===== config.mk =====
export PLATFORM = sky130hd
export DESIGN_NAME = vga_timing_gen
export DESIGN_NICKNAME = d
export VERILOG_FILES = /design/src/rtl/vga_pkg.sv /design/src/rtl/vga_axis_counter.sv /design/src/rtl/vga_timing_gen.sv
export SDC_FILE = /design/constraint.sdc
export NUM_CORES = 1
export LEC_CHECK = 0
export ABC_AREA = 0
export CAP_MARGIN = 20
export CORE_MARGIN = 10
export CORE_UTILIZATION = 52
export DETAILED_ROUTE_END_ITERATION = 8
export GPL_ROUTABILITY_DRIVEN = 1
export PLACE_DENSITY = 0.74
export SYNTH_ARGS = -nofsm -noshare
export SYNTH_HDL_FRONTEND = slang
export SYNTH_SLANG_ARGS = --single-unit

===== constraint.sdc =====
create_clock -name clk -period 5.6 [get_ports clk]
set_clock_uncertainty 0.05 [all_clocks]
set_input_delay 1.12 -clock clk [delete_from_list [all_inputs] [get_ports clk]]
set_output_delay 1.12 -clock clk [all_outputs]
set_load 0.02 [all_outputs]

===== src/rtl/vga_pkg.sv =====
// Shared widths, per-axis timing record and the two reference video modes.
package vga_pkg;
  localparam int CW_DEF = 12;
  localparam int DW_DEF = 16;

  typedef struct packed {
    logic [11:0] act;
    logic [11:0] fp;
    logic [11:0] sync;
    logic [11:0] tot;
    logic        pol;
  } axis_cfg_t;

  typedef struct packed {
    axis_cfg_t h;
    axis_cfg_t v;
  } mode_t;

  localparam mode_t MODE_1080P = '{
    '{12'd1920, 12'd2008, 12'd2052, 12'd2200, 1'b1},
    '{12'd1080, 12'd1084, 12'd1089, 12'd1125, 1'b1}};

  localparam mode_t MODE_960P = '{
    '{12'd1280, 12'd1360, 12'd1496, 12'd1712, 1'b0},
    '{12'd960,  12'd961,  12'd964,  12'd994,  1'b1}};
endpackage


===== src/rtl/vga_axis_counter.sv =====
// One timing axis: wrapping position counter plus active/sync decode.
module vga_axis_counter #(
  parameter int CW      = 12,
  parameter int RST_VAL = 0
) (
  input  logic          clk_i,
  input  logic          rst_ni,
  input  logic          adv_i,
  input  logic [CW-1:0] act_i,
  input  logic [CW-1:0] fp_i,
  input  logic [CW-1:0] sync_i,
  input  logic [CW-1:0] tot_i,
  input  logic [CW-1:0] act_nxt_i,
  input  logic [CW-1:0] mask_i,
  output logic [CW-1:0] cnt_o,
  output logic          wrap_o,
  output logic          act_o,
  output logic          sync_o,
  output logic          first_nxt_o
);
  logic [CW-1:0] cnt_q, cnt_d;

  // >= keeps the counter bounded if it ever sits past the programmed total
  assign wrap_o = (cnt_q >= tot_i - CW'(1));

  always_comb begin
    cnt_d = cnt_q;
    if (adv_i) cnt_d = wrap_o ? '0 : cnt_q + CW'(1);
  end

  always_ff @(posedge clk_i or negedge rst_ni) begin
    if (!rst_ni) cnt_q <= CW'(RST_VAL);
    else         cnt_q <= cnt_d;
  end

  assign cnt_o  = cnt_q;
  assign act_o  = (cnt_q < act_i);
  assign sync_o = (cnt_q >= fp_i) && (cnt_q < sync_i);
  // Next position is active under the limit that will be in force next cycle
  // and starts a replication group.
  assign first_nxt_o = (cnt_d < act_nxt_i) && ((cnt_d & mask_i) == '0);
endmodule


===== src/rtl/vga_timing_gen.sv =====
// Runtime-programmable raster timing with frame-latched config and a
// replicating ready/valid pixel pull; all outputs registered one clock late.
module vga_timing_gen
  import vga_pkg::*;
#(
  parameter int            CW         = CW_DEF,
  parameter int            DW         = DW_DEF,
  parameter int            H_ACT_DEF  = int'(MODE_1080P.h.act),
  parameter int            H_FP_DEF   = int'(MODE_1080P.h.fp),
  parameter int            H_SYNC_DEF = int'(MODE_1080P.h.sync),
  parameter int            H_TOT_DEF  = int'(MODE_1080P.h.tot),
  parameter int            V_ACT_DEF  = int'(MODE_1080P.v.act),
  parameter int            V_FP_DEF   = int'(MODE_1080P.v.fp),
  parameter int            V_SYNC_DEF = int'(MODE_1080P.v.sync),
  parameter int            V_TOT_DEF  = int'(MODE_1080P.v.tot),
  parameter bit            H_POL_DEF  = 1'b1,
  parameter bit            V_POL_DEF  = 1'b1,
  parameter logic [DW-1:0] UNDERFLOW_COLOR = DW'(16'hF81F)
) (
  input  logic          clk,
  input  logic          rst_n,
  input  logic [CW-1:0] cfg_h_act,
  input  logic [CW-1:0] cfg_h_fp,
  input  logic [CW-1:0] cfg_h_sync,
  input  logic [CW-1:0] cfg_h_tot,
  input  logic [CW-1:0] cfg_v_act,
  input  logic [CW-1:0] cfg_v_fp,
  input  logic [CW-1:0] cfg_v_sync,
  input  logic [CW-1:0] cfg_v_tot,
  input  logic          cfg_h_pol,
  input  logic          cfg_v_pol,
  input  logic [1:0]    cfg_scale,
  input  logic [DW-1:0] pix_in_data,
  input  logic          pix_in_valid,
  output logic          pix_in_ready,
  input  logic          underflow_clr,
  output logic          hsync,
  output logic          vsync,
  output logic          de,
  output logic [DW-1:0] pixel_out,
  output logic [CW-1:0] x_src,
  output logic [CW-1:0] y_src,
  output logic          frame_start,
  output logic          underflow
);
  typedef struct packed {
    logic [CW-1:0] act;
    logic [CW-1:0] fp;
    logic [CW-1:0] sync;
    logic [CW-1:0] tot;
    logic          pol;
  } axis_t;

  localparam axis_t H_RST = '{CW'(H_ACT_DEF), CW'(H_FP_DEF), CW'(H_SYNC_DEF),
                              CW'(H_TOT_DEF), H_POL_DEF};
  localparam axis_t V_RST = '{CW'(V_ACT_DEF), CW'(V_FP_DEF), CW'(V_SYNC_DEF),
                              CW'(V_TOT_DEF), V_POL_DEF};

  axis_t         hs_q, hs_d, vs_q, vs_d;
  logic [1:0]    scale_q, scale_d;
  logic [CW-1:0] h_cnt, v_cnt, mask_d;
  logic          h_wrap, v_wrap, h_act, v_act, h_syn, v_syn;
  logic          h_first_nxt, v_act_nxt, last, active, miss;
  logic [DW-1:0] grp_pix;

  logic          hsync_q, hsync_d, vsync_q, vsync_d, de_q, de_d;
  logic          fs_q, fs_d, ufl_q, ufl_d, rdy_q, rdy_d;
  logic [DW-1:0] pix_q, pix_d;
  logic [CW-1:0] x_q, x_d, y_q, y_d;

  assign last = h_wrap & v_wrap;

  // New timing takes effect only across the last clock of a frame.
  always_comb begin
    hs_d    = hs_q;
    vs_d    = vs_q;
    scale_d = scale_q;
    if (last) begin
      hs_d    = '{cfg_h_act, cfg_h_fp, cfg_h_sync, cfg_h_tot, cfg_h_pol};
      vs_d    = '{cfg_v_act, cfg_v_fp, cfg_v_sync, cfg_v_tot, cfg_v_pol};
      scale_d = cfg_scale;
    end
  end

  assign mask_d = ~({CW{1'b1}} << scale_d);

  vga_axis_counter #(.CW(CW), .RST_VAL(H_TOT_DEF - 1)) u_h (
    .clk_i(clk), .rst_ni(rst_n), .adv_i(1'b1),
    .act_i(hs_q.act), .fp_i(hs_q.fp), .sync_i(hs_q.sync), .tot_i(hs_q.tot),
    .act_nxt_i(hs_d.act), .mask_i(mask_d),
    .cnt_o(h_cnt), .wrap_o(h_wrap), .act_o(h_act), .sync_o(h_syn),
    .first_nxt_o(h_first_nxt)
  );

  vga_axis_counter #(.CW(CW), .RST_VAL(V_TOT_DEF - 1)) u_v (
    .clk_i(clk), .rst_ni(rst_n), .adv_i(h_wrap),
    .act_i(vs_q.act), .fp_i(vs_q.fp), .sync_i(vs_q.sync), .tot_i(vs_q.tot),
    .act_nxt_i(vs_d.act), .mask_i('0),
    .cnt_o(v_cnt), .wrap_o(v_wrap), .act_o(v_act), .sync_o(v_syn),
    .first_nxt_o(v_act_nxt)
  );

  assign active  = h_act & v_act;
  assign miss    = rdy_q & ~pix_in_valid;
  assign grp_pix = pix_in_valid ? pix_in_data : UNDERFLOW_COLOR;

  always_comb begin
    hsync_d = hs_q.pol ? h_syn : ~h_syn;
    vsync_d = vs_q.pol ? v_syn : ~v_syn;
    de_d    = active;
    fs_d    = (h_cnt == '0) && (v_cnt == '0);
    x_d     = h_cnt >> scale_q;
    y_d     = v_cnt >> scale_q;
    rdy_d   = h_first_nxt & v_act_nxt;
    ufl_d   = miss | (ufl_q & ~underflow_clr);
    // Within a group the previous output is the group's pixel, so it is held.
    pix_d   = '0;
    if (active) pix_d = rdy_q ? grp_pix : pix_q;
  end

  always_ff @(posedge clk or negedge rst_n) begin
    if (!rst_n) begin
      hs_q    <= H_RST;
      vs_q    <= V_RST;
      scale_q <= 2'd0;
      hsync_q <= ~H_POL_DEF;
      vsync_q <= ~V_POL_DEF;
      de_q    <= 1'b0;
      fs_q    <= 1'b0;
      x_q     <= '0;
      y_q     <= '0;
      rdy_q   <= 1'b0;
      ufl_q   <= 1'b0;
      pix_q   <= '0;
    end else begin
      hs_q    <= hs_d;
      vs_q    <= vs_d;
      scale_q <= scale_d;
      hsync_q <= hsync_d;
      vsync_q <= vsync_d;
      de_q    <= de_d;
      fs_q    <= fs_d;
      x_q     <= x_d;
      y_q     <= y_d;
      rdy_q   <= rdy_d;
      ufl_q   <= ufl_d;
      pix_q   <= pix_d;
    end
  end

  assign hsync        = hsync_q;
  assign vsync        = vsync_q;
  assign de           = de_q;
  assign frame_start  = fs_q;
  assign x_src        = x_q;
  assign y_src        = y_q;
  assign pix_in_ready = rdy_q;
  assign underflow    = ufl_q;
  assign pixel_out    = pix_q;
endmodule

# --- Word-level counts from Yosys, hierarchy flattened ---
# Cells that the tools add are included.
word_totals:
  input_bits: 120
  wordCells: 70
  register_bits: 170
op_classes:
  n_addsub: 4
  bitwise_logic: 12
  reduce_logical: 7
  n_eq_ne: 1
  mux: 11
  n_lt_le_gt_ge: 10
  n_shift: 3
op_table:
  columns: ["cell", "n"]
  rows:
  - ["2-to-1 mux 49 bit", 2]
  - ["less-than comparator 12 bit", 6]
  - [">= comparator 12 bit", 4]
  - ["2-to-1 mux 16 bit", 3]
  - ["zero test 12 bit", 3]
  - ["2-to-1 mux 12 bit", 3]
  - ["adder 12 x 1 -> 12 bit (second input constant)", 2]
  - ["right shift 12 x 2 -> 12 bit", 2]
  - ["subtractor 12 x 1 -> 12 bit (second input constant)", 2]
  - ["AND 12 bit", 1]
  - ["inverter 12 bit", 1]
  - ["<< shifter 12 x 2 -> 12 bit (first input constant)", 1]
  - ["AND 1 bit", 5]
  - ["logical AND 1 bit", 4]
  - ["inverter 1 bit", 4]
  - ["2-to-1 mux 1 bit", 2]
  - ["2-to-1 mux 2 bit", 1]
  - ["!= test 2 x 1 -> 1 bit (second input constant)", 1]
  - ["OR 1 bit", 1]

# --- Logic depth before layout (Yosys ltp) ---
# Gate-level depths: netlist of the first run.
logic_depth:
  word_depth: 10
  ltp_mapped: 24

# --- By module ---
# Synthesis of the first run repeated with hierarchy kept, for this count alone.
hier_totals:
  cells_unflattened: 963
  area_unflattened_um2: 10547.6
modules_own_cells:
  columns: ["mod", "area_each_um2", "seq_area_each_um2", "cells_each", "instances"]
  rows:
  - ["vga_timing_gen", 5898.2, 3698.5, 378, 1]
  - ["vga_axis_counter (u_v)", 2349.8, 305.3, 295, 1]
  - ["vga_axis_counter (u_h)", 2299.7, 307.8, 290, 1]

# --- Worst setup path after synthesis of the first run ---
# Ideal clock, no wire load.
synth_timing:
  path_type: "flip-flop to flip-flop"
  startpoint: "reg vs_q[4] in the netlist's numbering"
  endpoint: "reg rdy_q, in the netlist pix_in_ready"
  stages_incl_launch_ff: 23
  path_buffers: 3
  setup_time_ns: 0.067
  t_arrival_ns: 4.158
  setup_slack_ns: 1.325
  path_cell_list: "dfrtp_1 -> nor4_1 -> nand2_1 -> nor4_1 -> xnor2_1 -> ha_1 -> a21o_1 -> a21o_1 -> a221o_1 -> a31o_4 -> and2_4 -> buf_6 -> buf_6 -> buf_2 -> nor2_1 -> a21oi_1 -> ha_1 -> a21o_1 -> a21o_1 -> a21oi_1 -> o2111ai_1 -> nor3_1 -> and3_1"
synth_via:
  elab_chain_len: 10
synth_lines:
  columns: ["element", "line", "rtl"]
  rows:
  - ["from (decl)", "vga_timing_gen.sv:59", "axis_t hs_q, hs_d, vs_q, vs_d;"]
  - ["from (signal assigned)", "vga_timing_gen.sv:137", "vs_q <= vs_d;"]
  - ["subtractor 12 x 1 -> 12 bit (*)", "vga_axis_counter.sv:24", "assign wrap_o = (cnt_q >= tot_i - CW'(1));"]
  - [">= comparator 12 bit (*)", "vga_axis_counter.sv:24", null]
  - ["branches (longest 7 deep; another with less-than comparator 12 bit)", null, null]
  - ["AND 1 bit (*)", "vga_timing_gen.sv:114", "rdy_d = h_first_nxt & v_act_nxt;"]
  - ["named net rdy_d", "vga_timing_gen.sv:67", "logic fs_q, fs_d, ufl_q, ufl_d, rdy_q, rdy_d;"]
  - ["to (signal assigned)", "vga_timing_gen.sv:145", "rdy_q <= rdy_d;"]
  - ["to (decl)", "vga_timing_gen.sv:67", null]
# Mark *: on every way through the listed nets, which the timed path passes.
# A chain may end at the register's enable or synchronous reset.

# --- Final worst setup path of the first run ---
layout_timing:
  startpoint: "reg hs_q[3] in the netlist's numbering"
  endpoint: "reg rdy_q, in the netlist pix_in_ready"
layout_via:
  elab_chain_len: 10
layout_lines:
  columns: ["element", "line", "rtl"]
  rows:
  - ["from (decl)", "vga_timing_gen.sv:59", null]
  - ["from (signal assigned)", "vga_timing_gen.sv:136", "hs_q <= hs_d;"]
  - ["subtractor 12 x 1 -> 12 bit (*)", "vga_axis_counter.sv:24", null]
  - [">= comparator 12 bit (*)", "vga_axis_counter.sv:24", null]
  - ["branches (longest 7 deep; another with less-than comparator 12 bit)", null, null]
  - ["AND 1 bit (*)", "vga_timing_gen.sv:114", null]
  - ["named net rdy_d", "vga_timing_gen.sv:67", null]
# Marked as above.

==> reports/results.ini, run 1 <==
[setup_path]
cp.arrival_ns = 5.04
crit_path_start_kind = flip-flop
path_buf_inv = 0
endpoint_kind = flip-flop
r2r_end = pix_in_ready
critPathKind = flip-flop to flip-flop
cp_data_required_time_ns = 5.92
rr_startpoint = hs_q[3]
reg2reg_slack_ns = 0.88
r2r_cells = 19
worst-path-max-fanout = 59
crit_family = simple AND/OR/NAND/NOR gates
slowest_stage = and2_4
crit_path_cell_trace = nor2_1 > nand3_1 > or3_1 > nor4_1 > xnor2_1 > ha_1 > and4_1 > o311ai_0 > o211ai_2 > and2_4 > nor2_1 > a21oi_1 > ha_1 > a21o_1 > a21o_1 > a21oi_1 > o2111ai_1 > nor3_1 > and3_1
critPathMaxStageDelay_ns = 0.68

[clocking]
clk_transition_reported_paths_ns = 0.07
ctsLongestPathBuffers = 2
root_buffer = clkbuf_16
cts_sinks = 170
cts.repair.resized = 0
cts_tree = yes
cts_hold_buf = 0
ctsHtreeMaxLevel = 4
cts_made_buffers = 17
post_cts_buffers = 0
insertion_delay_ns = 0.43

[finish]
syn_to_final_growth_pct = 23.4
ff_latch_area_um2 = 4310
antennaDiodeCount = 0
nets = 1386
drive_above_1_share_pct = 12.9
layout_commonest_cell = clkdlybuf4s50_1
final_cell_mix = clkdlybuf4s50_1 (164), dfrtp_1 (124), ha_1 (120), inv_1 (106), o21ai_0 (90)
fin_util_pct = 65.9
fillers = 1499
multi_input_area_um2 = 5140
final_cells = 1419

[drt]
dr.pass1.iters = 5
dr.first_iter.drc_count = 546
finalWirelength_mm = 25.3
vias = 7625
antenna_left = 0
route.detailed.drc = 0
post_drt_wl_per_cell_um = 17.8
via_per_inst = 5.37

[place]
placed_cells = 1387
io_buffers = 165
gp_congestion = 0.853
dp_hpwl_mm = 18.5
dp_slack_ns = 0.968

[job]
maxCapViolCount = 0

[floorplan]
die_width_um = 159
die_h_um = 159
rows = 50
io_pins = 166
initial_core_util_pct = 53.4
dieArea_um2 = 25400
design.core.area_um2 = 18900

[global_routing]
grt_start_max_net_pins = 79
antenna_found_initial = 0
track_usage_pct = 19.8
grt_pass1_vias = 7598
grt_pass1_wl_mm = 41.0
overflow = 0

[timing]
slew_headroom_pct = 39.0
finalSetupTns_ns = 0
hold_viol = 0
drv_slew = 0
fin_crit_sh_pct = 84.3
rsz0062_at_grt = no
setup_ws_ns = 0.878
setup_viol = 0
worst_pin_slew_ns = 0.915
max_freq_ghz = 0.212
final.min_clock_period_ns = 4.72

[synth]
synthTopCellsByArea = dfrtp_1 (31%), ha_1 (15%), dfstp_2 (12%)
ys_async_sr_fraction_pct = 100
syn_area_um2 = 10100
ys_seq_area_share_pct = 42.7
synth_top_flop_cell = dfrtp_1
syn-num-nets = 1234
ys_seq_elements = 170
synth_top_area_share_pct = 30.7
synth_cells = 994
synth-warning-count = 0
synth_top_area_cell = dfrtp_1
syn_avg_cell_area_um2 = 10.2
ys_types = 58
synth-edff-count = 0

[power]
p_leak_nw = 5.77
power_density_nw_per_um2 = 289
fin_total_pwr_w = 0.00360
ir_worst_vdd_uv = 264

[worst_hold_path]
min_to = vs_q[19]
min_path_cells = 2
hold_start = vs_q[19]
min_path_type = flip-flop to flip-flop

[outcome]
run_status = completed

## cell usage after synthesis, types with 6 or more instances
cell type,instances
nand2b_1,11
mux4_2,14
a21oi_2,13
clkbuf_1,21
buf_2,7
mux2_4,26
nor3_1,13
o21ai_0,90
a211oi_1,6
a21o_1,17
nand2_1,84
inv_1,106
xnor2_1,19
dfrtp_1,124
nor2b_1,12
a21oi_1,47
xor2_1,16
buf_6,6
nand3_1,23
and3_1,7
nor4_1,7
nand4_1,8
nand3b_1,10
dfstp_2,46
mux2i_1,6
nor2_1,70
ha_1,120
## report_power, final
| part | total [W] | internal [W] | switching (W) |
|---|---|---|---|
| Clock | 0.00114 | 0.000625 | 0.000512 |
| Sequential | 0.00156 | 0.00138 | 0.000179 |
| Combinational | 0.000905 | 0.000459 | 0.000445 |
## worst max-delay path by stage
stage          depth (start not counted)  startpoint  slack, ns      endpoint
2_1_floorplan                         22     vs_q[4]       1.33  pix_in_ready
3_3_place_gp                          18     hs_q[3]       1.11  pix_in_ready
3_5_place_dp                          19     hs_q[3]       0.97  pix_in_ready
4_1_cts                               19     hs_q[3]       0.90  pix_in_ready
5_1_grt                               19     hs_q[3]       0.44  pix_in_ready
6_report                              19     hs_q[3]       0.88  pix_in_ready
## per-layer routing
layer / share of wire (%) / GRT usage, % / vias up / wire (um)
met5: 0 / 0 / - / 0
met4: 1.3 / 5.05 / 0 / 320
met3: 5.7 / 3.72 / 22 / 1450
met2: 46 / 30.9 / 255 / 11700
met1: 47 / 27.7 / 3602 / 11800
li1: - / - / 3746 / -
## flip-flops by register name (all words and copies together) (netlist names)
register,flops
hs_q,49
vs_q,49
pixel_out,16
u_h.cnt_o,12
u_v.cnt_o,12
x_src,12
y_src,12
scale_q,2
de,1
frame_start,1
hsync,1
pix_in_ready,1
underflow,1
vsync,1
## metrics by stage
stage	area, um^2	hold WS [ns]
after floorplan	10100	0.422
after global placement	11900	0.441
after detailed placement	11900	0.451
after CTS	12500	0.464
after global routing	12500	0.486
final	12500	0.460
## final cells by class
class	instances	share of cell area [%]
Inverter	107	3.22
Sequential cell	170	34.6
Multi-Input combinational cell	677	41.3
Timing Repair Buffer	173	13.7
Clock buffer	18	3.52
Tap cell	260	2.61
Clock inverter	14	0.994
## tightest hold or removal path, delay by kind of cell (launching register included)
kind	cells	cell delay (ns)
buffers and inverters	1	0.06
AOI/OAI and AO/OA	1	0.08
DFF	1	0.36
## logic make-up after synthesis
| logic type | after synthesis | synth area share (%) |
|---|---|---|
| AO/OA/AOI/OAI | 213 | 12.9 |
| buffers and inverters | 147 | 6.33 |
| AND/OR/NAND/NOR | 260 | 12.2 |
| flip-flops | 170 | 42.7 |
| XOR/XNOR | 35 | 3.04 |
| adder cells (fa/ha/maj) | 120 | 14.9 |
| multiplexers | 49 | 7.92 |
No activity file was read; power rests on OpenSTA's default activity.
==> run 2: changes to the inputs <==
--- a/config.mk
+++ b/config.mk
@@ -8,10 +8,10 @@
 export ABC_AREA = 0
 export CAP_MARGIN = 20
 export CORE_MARGIN = 10
-export CORE_UTILIZATION = 52
+export CORE_UTILIZATION = 49
 export DETAILED_ROUTE_END_ITERATION = 8
 export GPL_ROUTABILITY_DRIVEN = 1
-export PLACE_DENSITY = 0.74
+export PLACE_DENSITY = 0.73
 export SYNTH_ARGS = -nofsm -noshare
 export SYNTH_HDL_FRONTEND = slang
 export SYNTH_SLANG_ARGS = --single-unit
==> constraint.sdc (replaced) <==
create_clock -name clk -period 4.3 [get_ports clk]
set_clock_uncertainty 0.05 [all_clocks]
set_input_delay 0.86 -clock clk [delete_from_list [all_inputs] [get_ports clk]]
set_output_delay 0.86 -clock clk [all_outputs]
set_load 0.02 [all_outputs]
==> run 2 against run 1 <==
The flow now finishes with violations (setup timing). Hold slack lost 0.041 ns. Setup slack lost 0.91 ns. Global-route usage grew 0.30 points. Clock power grew 36%. Via count grew 6.7%. Critical path type unchanged. Highest routed layer unchanged.
==> reports/results.ini, run 2 (synthesized netlist as in run 1, its figures left out) <==
[floorplan]
die_h_um = 164  ; +2.6%
io_pins = 166  ; unchanged
design.core.area_um2 = 20200  ; +7.1%
rows = 52  ; +4.0%
die_width_um = 164  ; +2.6%
dieArea_um2 = 26700  ; +5.3%
initial_core_util_pct = 49.9  ; -3.5 points

[job]
maxCapViolCount = 0  ; unchanged

[power]
switching_power_w = 0.00154  ; +36%
seqPwrFrac_pct = 40.2  ; -3.1 points
p_sw_share_pct = 31.7  ; +0.13 points
internal-power_w = 0.00332  ; +35%
ir_worst_vdd_uv = 359  ; +36%
power_density_nw_per_um2 = 361  ; +25%
clock_power_share_pct = 31.9  ; +0.3 points
comb_power_share_pct = 27.9  ; +2.8 points
p_leak_nw = 6.19  ; +7.3%

[setup_path]
endpoint = pix_in_ready
cp_data_required_time_ns = 4.63  ; -1.29 ns
startpoint = vs_q[6]
cp.arrival_ns = 4.66  ; -0.38 ns
crit_path_cell_trace = nor4_4 > nand2_2 > nor4_4 > xnor2_1 > ha_1 > a21o_1 > a21o_1 > a221o_1 > a31o_4 > buf_6 > and2_4 > buf_4 > clkbuf_16 > a21oi_4 > ha_2 > o21ai_2 > nand2b_1 > a21oi_2 > nor3_2 > o31ai_2 > and3_1
reg2reg_slack_ns = -0.03  ; -0.91 ns
worst-path-max-fanout = 8  ; -86%
endpoint_kind = flip-flop
crit_path_start_kind = flip-flop
r2r_cells = 21  ; +2
rr_startpoint = vs_q[6]
slowest_stage = dfstp_2
critPathMaxStageDelay_ns = 0.38  ; -0.30 ns
critPathKind = flip-flop to flip-flop
r2r_end = pix_in_ready

[finish]
drive_above_1_share_pct = 22.4  ; +9.5 points
fillers = 1468  ; -2.1%
ff_latch_area_um2 = 4310  ; unchanged
syn_to_final_growth_pct = 33.6
layout_commonest_cell = clkdlybuf4s50_1
multi_input_area_um2 = 5580  ; +8.5%
nets = 1443  ; +4.1%
fin_util_pct = 66.7  ; +0.72 points
final_cell_mix = clkdlybuf4s50_1 (164), dfrtp_1 (124), ha_1 (108), inv_1 (106), nand2_1 (82)
finalInstanceArea_um2 = 13500  ; +8.3%

[global_routing]
antenna_found_initial = 1  ; +1
track_usage_pct = 20.1  ; +0.30 points
grt_start_max_net_pins = 86  ; +8.9%
overflow = 0  ; unchanged
grt_pass1_wl_mm = 42.7  ; +4.4%
grt_pass1_vias = 8085  ; +6.4%

[timing]
slew_headroom_pct = 34.6  ; -4.4 points
drv_slew = 0  ; unchanged
rsz0062_at_grt = yes
setup_viol = 1  ; +1
max_freq_ghz = 0.231  ; +8.9%
final.min_clock_period_ns = 4.33  ; -0.388 ns
fin_crit_sh_pct = 101  ; +16 points
worst_pin_slew_ns = 0.981  ; +0.0662 ns
setup_ws_ns = -0.0343  ; -0.912 ns
finalSetupTns_ns = -0.0343  ; -0.0343 ns
hold_viol = 0  ; unchanged

[place]
dp_hpwl_mm = 19.7  ; +6.7%
gp_congestion = 0.854  ; +0.15%
dp_slack_ns = -0.131  ; -1.10 ns
io_buffers = 165  ; unchanged
placed_area_um2 = 12200  ; +2.7%

[clocking]
cts_sinks = 170  ; unchanged
root_buffer = clkbuf_16
cts_hold_buf = 0  ; unchanged
insertion_delay_ns = 0.44  ; about the same
ctsHtreeMaxLevel = 4  ; unchanged
ctsLongestPathBuffers = 2  ; unchanged
clk_transition_reported_paths_ns = 0.07  ; about the same
cts_made_buffers = 17  ; unchanged
cts_tree = yes

[drt]
via_per_inst = 5.47  ; +1.8%
vias = 8135  ; +6.7%
dr.pass1.iters = 4  ; -1
antenna_left = 0  ; unchanged
dr.first_iter.drc_count = 512  ; -6.2%
finalWirelength_mm = 27.9  ; +10%
post_drt_wl_per_cell_um = 18.7  ; +5.1%
route.detailed.drc = 0  ; unchanged

[worst_hold_path]
min_path_type = input pin to async pin

[outcome]
run_status = finished with violations
failed_checks = setup timing

## run 2: per-layer routing
layer	share of wire, %	wire [um]	GRT usage, %
met3	6.4	1780	4.61
met2	47	13100	32.2
met5	0	0	0
met4	2.3	628	6.30
met1	44	12300	26.5
## run 2: metrics by stage
| stage | hold WS [ns] | power [W] | std cells |
|---|---|---|---|
| final | 0.419 | 0.00486 | 1487 |
| after global routing | 0.483 | 0.00513 | 1487 |
| after CTS | 0.460 | 0.00483 | 1468 |
| after detailed placement | 0.451 | 0.00328 | 1434 |
| after global placement | 0.443 | 0.00325 | 1434 |
| after floorplan | 0.422 | 0.00268 | 994 |
## run 2: cell type report
cell class              instances  area share, %
flip-flops and latches        170           32.0
clock buffers                  17           3.15
repair buffers                230           16.8
clock inverters                15           1.22
multi-input cells             677           41.4
well taps                     270           2.50
diodes                          1         0.0185
inverters                     107           2.98
## run 2: how the worst min path moves through the flow
| stage | from | to | cells past startpoint |
|---|---|---|---|
| 6_report | rst_n | y_src[10] | 1 |
| 5_1_grt | vs_q[25] | vs_q[25] | 1 |
| 4_1_cts | rst_n | vs_q[33] | 1 |
| 3_5_place_dp | hs_q[28] | hs_q[28] | 2 |
| 3_3_place_gp | vs_q[28] | vs_q[28] | 2 |
| 2_1_floorplan | vs_q[37] | vs_q[37] | 2 |
## run 2: power groups by stage
stage | Combinational [W] | Sequential, W | Clock (W)
after global placement | 0.00127 | 0.00197 | 0
after CTS | 0.00131 | 0.00195 | 0.00157
final | 0.00136 | 0.00195 | 0.00155
after floorplan | 0.000637 | 0.00204 | 0
after detailed placement | 0.00130 | 0.00198 | 0
after global routing | 0.00150 | 0.00197 | 0.00165
## run 2: timing repair
item                       in CTS  in global routing
cloned                          0                  2
gates resized for setup         4                109
setup endpoints to repair       1                 30
pin swaps                       2                 44
buffers inserted                2                 16
## run 2: critical path: cells and delay by family (launching register included)
family / cells / cell delay (ns)
adders and majority gates: 2 / 0.62
AOI/OAI and AO/OA: 8 / 1.35
buffers and inverters: 3 / 0.43
xor gates and xnor gates: 1 / 0.13
and+or+nand+nor: 7 / 1.31
DFF: 1 / 0.38
==> run 3: changes to the inputs <==
--- a/config.mk
+++ b/config.mk
@@ -10,7 +10,6 @@
 export CORE_MARGIN = 10
 export CORE_UTILIZATION = 49
 export DETAILED_ROUTE_END_ITERATION = 8
-export GPL_ROUTABILITY_DRIVEN = 1
 export PLACE_DENSITY = 0.73
 export SYNTH_ARGS = -nofsm -noshare
 export SYNTH_HDL_FRONTEND = slang
==> results of run 3 <==
Same layout as run 2: the final DEF is identical, and so are final timing and power.
==> patch: new RTL, flow settings as in run 3 <==
Make the reset (`rst_n` and `rst_ni`) synchronous in 2 clocked blocks.
--- a/src/rtl/vga_axis_counter.sv
+++ b/src/rtl/vga_axis_counter.sv
@@ -28,7 +28,7 @@
     if (adv_i) cnt_d = wrap_o ? '0 : cnt_q + CW'(1);
   end
 
-  always_ff @(posedge clk_i or negedge rst_ni) begin
+  always_ff @(posedge clk_i) begin
     if (!rst_ni) cnt_q <= CW'(RST_VAL);
     else         cnt_q <= cnt_d;
   end
--- a/src/rtl/vga_timing_gen.sv
+++ b/src/rtl/vga_timing_gen.sv
@@ -118,7 +118,7 @@
     if (active) pix_d = rdy_q ? grp_pix : pix_q;
   end
 
-  always_ff @(posedge clk or negedge rst_n) begin
+  always_ff @(posedge clk) begin
     if (!rst_n) begin
       hs_q    <= H_RST;
       vs_q    <= V_RST;
Formal check against the unedited RTL: differs if rst_n is asserted again (counterexample within 4 cycles, from zero or initial values and one cycle with rst_n low); with rst_n held inactive, the same outputs for 10 cycles.
==> patch against run 3 <==
- the run still ends with setup timing left
- final area decreased by 7.1%
- worst setup slack got worse by 0.14 ns
- synthesized area decreased by 5.3%
- routed wire length increased by 0.14%
- count of clock-buffer cells in the layout increased by 1
- non-clock buffer count increased by 2
- sequential cell count unchanged
- die area decreased by 4.6%
- critical path type unchanged
- critical endpoint is now pix_in_ready
- largest cell class unchanged
Power is not compared: it rests on default switching activity, and its combinational part moved more than twofold at a synthesized area within 25%.
==> patch: results (changes against run 3) <==
| Metric | Value |
|---|---|
| Status | finished, violations left (unchanged) |
| Failing checks | setup timing (unchanged) |
| Final setup fails | 1 (unchanged) |
| Met1 WL | 12,710 um (was 12,320 um) |
| Share of post-route cells with drive strength above 1 | 10.25% (was 22.37%) |
| CP max stage delay | 0.36 ns (was 0.38 ns) |
| Synth top cells by count | 174 x nand2_1, 170 x dfxtp_1, 120 x ha_1 (was 124 x dfrtp_1, 120 x ha_1, 106 x inv_1) |
| Net count after synthesis | 1,358 (was 1,234) |
| Gr usage total | 21.28% (was 20.10%) |
| Gpl congestion | 0.8955 (was 0.8544) |
| Drt pass-1 iters | 5 (was 4) |
| Initial drt markers | 693 (was 512) |
| Slowest cell on crit path | o31a_1 (was dfstp_2) |
| Top cell type's share of synthesized area | 35.59% (was 30.73%) |
| Diode count | 0 (was 1) |
| TritonCTS buffer count | 17 (unchanged) |
| Hold/Removal Path Class | reg -> reg (was in -> async) |
| Largest net degree at the start of global routing | 65 (was 86) |
| Worst-margin pin slew | 0.7919 ns (was 0.9813 ns) |
| Top delay family on crit path | simple AND/OR/NAND/NOR gates (was compound AO/OA/AOI/OAI gates) |
| TNS Setup | -0.1764 ns (was -0.03428 ns) |
| Hpwl dp | 20,310 um (was 19,700 um) |
| Sequential fraction of the synthesis area | 35.59% (was 42.71%) |
| Final worst setup slack | -0.1764 ns (was -0.03428 ns) |
| Post-synth ARST share | 0% (was 100.0%) |
| Vias in the first global route | 8,531 (was 8,085) |
| Synth top area cells | dfxtp_1 36%, ha_1 16%, nand2_1 6.8%, a21oi_1 4.2%, mux4_2 3.3% (was dfrtp_1 31%, ha_1 15%, dfstp_2 12%, o21ai_0 4.5%, inv_1 3.9%) |
| Final nets | 1,554 (was 1,443) |
| Routed WL | 27,910 um (was 27,870 um) |
| Via density | 5.501 (was 5.471) |
| Synth cell types | 50 (was 58) |
| Initial antenna violation count | 0 (was 1) |
| Met3 wire length | 2206 um (was 1775 um) |
| Routed wl met2 | 12,530 um (was 13,150 um) |
| VDD IR-drop max | 0.5575 mV |
## patch: cell count changes after synthesis, moves of 33 or more
cell / before / now
nand2_1: 84 / 174
dfstp_2: 46 / 0
dfxtp_1: 0 / 170
dfrtp_1: 124 / 0
o21ai_0: 90 / 31
a21oi_1: 47 / 80
## patch: kinds of logic after synthesis
group                      Yosys count  share of synthesized area (%)
and+or+nand+nor                    401                          19.32
AOI/OAI and AO/OA                  209                          13.61
DFF                                170                          35.59
buffers and inverters              139                          6.189
adders and majority gates          120                          15.70
muxes                               40                          6.019
xor gates and xnor gates            39                          3.572
## patch: final timing paths
kind | from | end | slack (ns) | depth (start not counted)
max | hs_q[3] | pix_in_ready | -0.18 | 20
max reg2reg | hs_q[3] | pix_in_ready | -0.18 | 20
min | hs_q[21] | hs_q[21] | 0.41 | 2
min reg2reg | hs_q[21] | hs_q[21] | 0.41 | 2
## patch: worst register-to-register path: stages, from the launching register on
cell and delay, ns:
dfxtp_1 0.32, nor4_2 0.29, nand2_1 0.13, buf_4 0.15
nor3_2 0.16, xnor2_1 0.11, ha_1 0.32, nand4_1 0.16
o31a_1 0.36, buf_12 0.17, nor4_2 0.37, xnor2_1 0.20
nor2_1 0.08, ha_1 0.31, nand4_1 0.14, nor2_2 0.08
a2111oi_2 0.32, o2111ai_1 0.20, a211oi_2 0.19, o311ai_1 0.12
a211oi_1 0.18
## patch: metal layers
layer / vias to the layer above / global-route usage (%)
met4: 0 / 5.434
met1: 4109 / 28.44
met5: - / 0
li1: 4255 / -
met3: 59 / 5.013
met2: 335 / 33.76
## patch: layout make-up
| type | instances | area, um^2 |
|---|---|---|
| fill | 1621 | 6807 |
| multi-input combinational | 810 | 5682 |
| sequential | 170 | 3403 |
| timing repair buffer | 232 | 2166 |
| clock buffer | 18 | 439.2 |
| tap | 265 | 331.6 |
| inverter | 83 | 311.5 |
| clock inverter | 14 | 195.2 |
## patch: report_power, final
group / total, mW / internal [mW] / switching, mW
Sequential: 2.41 / 2.10 / 0.304
Combinational: 6.40 / 2.76 / 3.63
Clock: 1.67 / 0.990 / 0.683
## patch: timing repair
action | in CTS | in global routing
buffers inserted | 2 | 1
setup endpoints to repair | 1 | 1
gates resized for setup | 13 | 7
pin swaps | 8 | 4
gates cloned | 1 | 0
## patch: stage by stage
step                instances  utilization (%)  cell area [um^2]  worst slack (ns)
finish                   1592            64.80             12530           -0.1764
global route             1592            64.80             12530           -0.4132
CTS                      1591            64.60             12490          -0.08613
detailed placement       1556            60.85             11770           -0.3399
global placement         1556            60.85             11770          -0.07428
floorplan                1118                -              9569          0.002761
